==> config.mk <==
export PLATFORM = sky130hd
export DESIGN_NAME = route_sequencer
export DESIGN_NICKNAME = d
export VERILOG_FILES = /design/src/rtl/route_pkg.sv /design/src/rtl/route_fifo.sv /design/src/rtl/route_sequencer.sv
export SDC_FILE = /design/constraint.sdc
export NUM_CORES = 1
export LEC_CHECK = 0
export CORE_MARGIN = 8
export CORE_UTILIZATION = 55
export DETAILED_ROUTE_END_ITERATION = 12
export PLACE_DENSITY = 0.87
export SYNTH_ARGS = -nofsm -noshare
export SYNTH_HDL_FRONTEND = slang
export SYNTH_SLANG_ARGS = --single-unit
==> constraint.sdc <==
create_clock -name clk -period 3.6 [get_ports clk]
set_input_delay 0.72 -clock clk [delete_from_list [all_inputs] [get_ports clk]]
set_output_delay 0.72 -clock clk [all_outputs]
set_load 0.1 [all_outputs]
==> src/rtl/route_pkg.sv <==
// Shared types for the route sequencer and its token FIFO.
// Channel count and destination/credit-vector typedefs.
package route_pkg;

    localparam int NUM_CH = 4;

    typedef logic [1:0] dest_t;
    typedef logic [NUM_CH-1:0] ch_vec_t;

endpackage

==> src/rtl/route_fifo.sv <==
// In-order token buffer of destination channels.
// Push is ignored when full, pop is ignored when empty.
module route_fifo
    import route_pkg::*;
#(
    parameter int DEPTH = 4
) (
    input  logic  clk,
    input  logic  rst_n,
    input  logic  push,
    input  logic  pop,
    input  dest_t din,
    output dest_t dout,
    output logic  full,
    output logic  empty
);

    localparam int PW = $clog2(DEPTH);
    localparam int CNTW = $clog2(DEPTH + 1);

    dest_t mem [DEPTH];
    logic [PW-1:0] wr_ptr;
    logic [PW-1:0] rd_ptr;
    logic [CNTW-1:0] count;
    logic do_push;
    logic do_pop;

    assign full = (count == CNTW'(DEPTH));
    assign empty = (count == '0);
    assign do_push = push && !full;
    assign do_pop = pop && !empty;
    assign dout = mem[rd_ptr];

    always_ff @(posedge clk or negedge rst_n) begin
        if (!rst_n) begin
            for (int k = 0; k < DEPTH; k++) begin
                mem[k] <= '0;
            end
        end else if (do_push) begin
            mem[wr_ptr] <= din;
        end
    end

    always_ff @(posedge clk or negedge rst_n) begin
        if (!rst_n) begin
            wr_ptr <= '0;
            rd_ptr <= '0;
            count <= '0;
        end else begin
            if (do_push) begin
                wr_ptr <= wr_ptr + PW'(1);
            end
            if (do_pop) begin
                rd_ptr <= rd_ptr + PW'(1);
            end
            unique case ({do_push, do_pop})
                2'b10: count <= count + CNTW'(1);
                2'b01: count <= count - CNTW'(1);
                default: count <= count;
            endcase
        end
    end

endmodule

==> src/rtl/route_sequencer.sv <==
// Buffers destination tokens and issues them in order as i/s,
// gated by per-channel credits returned by the downstream sinks.
module route_sequencer
    import route_pkg::*;
#(
    parameter int DEPTH = 4,
    parameter int CREDITS = 2
) (
    input  logic       clk,
    input  logic       rst_n,
    input  logic       in_valid,
    output logic       in_ready,
    input  logic [1:0] in_dest,
    input  logic [3:0] credit_ret,
    output logic       i,
    output logic [1:0] s,
    output logic       busy
);

    localparam int CW = $clog2(CREDITS + 1);
    localparam logic [CW-1:0] CMAX = CW'(CREDITS);

    logic [CW-1:0] credit [NUM_CH];
    logic [CW-1:0] credit_nxt [NUM_CH];
    ch_vec_t issue_vec;
    dest_t head;
    logic full;
    logic empty;
    logic issue;
    logic push;

    assign in_ready = !full;
    assign push = in_valid && !full;
    assign issue = !empty && (credit[head] != '0);
    assign busy = !empty || i;

    route_fifo #(
        .DEPTH(DEPTH)
    ) u_fifo (
        .clk  (clk),
        .rst_n(rst_n),
        .push (push),
        .pop  (issue),
        .din  (in_dest),
        .dout (head),
        .full (full),
        .empty(empty)
    );

    always_comb begin
        issue_vec = '0;
        if (issue) begin
            issue_vec[head] = 1'b1;
        end
    end

    // Return and issue together cancel; returns saturate at CMAX.
    always_comb begin
        for (int k = 0; k < NUM_CH; k++) begin
            credit_nxt[k] = credit[k];
            unique case (1'b1)
                (credit_ret[k] && !issue_vec[k] && credit[k] != CMAX):
                    credit_nxt[k] = credit[k] + CW'(1);
                (issue_vec[k] && !credit_ret[k]):
                    credit_nxt[k] = credit[k] - CW'(1);
                default: credit_nxt[k] = credit[k];
            endcase
        end
    end

    always_ff @(posedge clk or negedge rst_n) begin
        if (!rst_n) begin
            for (int k = 0; k < NUM_CH; k++) begin
                credit[k] <= CMAX;
            end
        end else begin
            for (int k = 0; k < NUM_CH; k++) begin
                credit[k] <= credit_nxt[k];
            end
        end
    end

    always_ff @(posedge clk or negedge rst_n) begin
        if (!rst_n) begin
            i <= 1'b0;
            s <= '0;
        end else begin
            i <= issue;
            if (issue) begin
                s <= head;
            end
        end
    end

endmodule

==> flow_summary_export.csv <==
group,metric,value,unit
logic_synthesis,synth_area,1410,um2
logic_synthesis,seq_area_frac_synth,46.6,%
clock_network,clkSinkCount,26,
timing,max-slew-margin-rel,27.3,%
floorplan,die_area,4430,um2
logic_synthesis,ys_warn_count,0,
detailed_routing,vias_per_cell,5.72,
logic_synthesis,netlist_instances,129,
clock_network,postCtsSetupRepairBufs,0,
timing,finClkSkew,0.00544,ns
floorplan,die_w,66.6,um
detailed_routing,drt_first_pass_iters,4,
clock_network,hold_buffers,0,
detailed_routing,final_antenna_net_count,0,
worst_hold_path,hold_class,"reg2reg",
place,io_buffers,13,
worst_setup_path,endpoint_kind,"register",
logic_synthesis,syn-num-nets,144,
logic_synthesis,ys_ff_latch,26,
floorplan,io_pins,14,
clock_network,cts_tree,"done",
timing,tns,0,ns
timing,slew_viol_final,0,
floorplan,die_height,66.6,um
finish,syn2layout_area_growth,15.8,%
timing,final.min_clock_period,2.85,ns
timing,max_freq,350,MHz
flow_run,cap_viol_max_count,0,
finish,drive_above_1_share,20.4,%
detailed_routing,drt-initial-drc-count,74,
clock_network,postCtsResizedCells,0,
worst_setup_path,crit_fanout,10,
finish,regArea,656,um2
global_route,grt_pass1_vias,1103,
detailed_routing,drcViolationCount,0,
clock_network,cts_buffers,3,
status,status,"finished clean",
clock_network,cts-root-buf,"clkbuf_4",
global_route,grt_max_degree,26,
timing,setup_viol,0,
detailed_routing,drt-total-wl,2800,um
global_route,grt-ovfl-total,0,
worst_setup_path,startpoint_type,"register",
logic_synthesis,async_flop_share,100,%
global_route,antenna_found_initial,0,
worst_setup_path,cp.arrival,3.11,ns
clock_network,clk_latency,0.32,ns
timing,tightestPinTransition,1.09,ns
timing,final_hold_viol_count,0,
finish,fillers,197,
finish,num_antenna_cells,0,
clock_network,htreeDepth,1,
finish,multi_input_comb_area,714,um2
detailed_routing,wl_per_cell,15.8,um
place,place_inst,173,
worst_setup_path,crit_required,3.85,ns
logic_synthesis,synth_ff_type,"dfrtp_1",
place,dp_hpwl,2060,um
floorplan,core-area,2450,um2
logic_synthesis,synth-edff-count,0,
global_route,grt_pass1_wl,4890,um
clock_network,clk_pin_slew,0.14,ns
timing,finalCritPeriodShare,79.3,%
floorplan,start_util,57.3,%
logic_synthesis,avgSynthCellArea,10.9,um2
place,place_congestion,0.775,
floorplan,num_rows,18,
finish,fin_nets,163,
worst_setup_path,criticalPathCategory,"reg2reg",
clock_network,clockBufferDepth,2,
finish,finalNonFillerCells,177,
detailed_routing,vias,1012,
global_route,track_usage,14.2,%
timing,grt_setup_unrepaired,"false",
logic_synthesis,yosysUniqueCellTypes,34,
state kept, by name, summed over array words and instances, names as in the netlist:
register,flops
u_fifo.count,3
u_fifo.mem,8
credit,8
i,1
s,2
u_fifo.wr_ptr,2
u_fifo.rd_ptr,2
cell type report:
class,instances,area share [%]
multi-input cells,93,43.8
flip-flops and latches,26,40.2
repair buffers,14,8.14
inverters,10,2.30
well taps,30,2.30
clock inverters,1,1.84
clock buffers,3,1.38
layout by cell type, fill, tap and decap left out, drive strengths merged:
cell / instances
o21ai: 4
dfstp: 4
a31oi: 3
nand4b: 1
ha: 5
or3: 4
nand2: 10
bufinv: 1
dfrtp: 22
o21bai: 1
xor2: 5
a21oi: 6
and3: 1
nor2: 8
nor3: 5
nor3b: 2
and4: 2
fa: 1
nand3b: 4
a21bo: 1
o22ai: 2
a211oi: 2
clkbuf: 3
nand2b: 1
a22oi: 3
or2: 1
xnor2: 4
a21boi: 1
clkdlybuf4s50: 11
mux2: 11
nand3: 3
buf: 3
inv: 10
mux4: 2
metal layers:
metal / GRT usage (%) / up-vias / part of all wire [%]
met5: 0 / - / 0
met4: 5.07 / 0 / 1.7
met3: 3.69 / 6 / 5.2
met2: 26.2 / 17 / 53
met1: 14.9 / 494 / 40
li1: - / 495 / -
logic make-up (layout without fill, tap and decap cells):
family,after synthesis,after routing,synth area share (%)
buf+inv,10,28,2.67
xor+xnor,9,9,5.60
fa+ha+maj,6,6,5.87
simple gates,42,42,16.3
mux,13,13,12.0
flops,26,26,46.6
compound gates,23,23,11.0
cells in the mapped netlist, types with 2 or more instances:
master     n  area, um2
dfrtp_1   22        551
mux2_2    11        124
inv_1     10       37.5
nand2_1   10       37.5
nor2_1     8       30.0
a21oi_1    6       30.0
ha_1       5       62.6
nor3_1     5       25.0
xor2_1     5       43.8
dfstp_2    4        105
nand3b_1   4       30.0
o21ai_0    4       20.0
xnor2_1    4       35.0
a31oi_1    3       18.8
nand3_1    3       15.0
or3_1      3       18.8
a211oi_1   2       15.0
a22oi_1    2       15.0
mux4_2     2       45.0
nor3b_1    2       15.0
critical path, cell delays in order (launching register included):
cell	delay [ns]
dfrtp_1	0.48
mux4_2	0.64
or2_2	0.32
o22ai_2	0.24
ha_1	0.23
inv_1	0.06
fa_1	0.38
xor2_1	0.17
nor2_1	0.11
xor2_1	0.15
path summary, 6_finish.rpt:
path,start,end,slack (ns),cells after the start
worst min-delay path,u_fifo.mem[7],u_fifo.mem[7],0.54,1
max in group asynchronous,rst_n,credit[1],1.91,2
worst min register to register,u_fifo.mem[7],u_fifo.mem[7],0.54,1
worst max-delay path,u_fifo.rd_ptr[0],u_fifo.count[2],0.75,9
worst max register to register,u_fifo.rd_ptr[0],u_fifo.count[2],0.75,9
min in group asynchronous,rst_n,credit[4],0.97,1
metrics by stage:
stage | cell area (um2) | worst slack, ns | hold slack [ns] | utilization, %
finish | 1630 | 0.747 | 0.541 | 66.4
global route | 1630 | 0.562 | 0.564 | 66.4
CTS | 1630 | 0.738 | 0.540 | 66.4
detailed placement | 1580 | 0.774 | 0.506 | 64.3
global placement | 1580 | 0.895 | 0.489 | 64.3
floorplan | 1410 | 0.981 | 0.424 | -
Power is left out: the tool's default activity adds up to more than one toggle a clock period on the data nets, which glitch-free logic cannot reach.
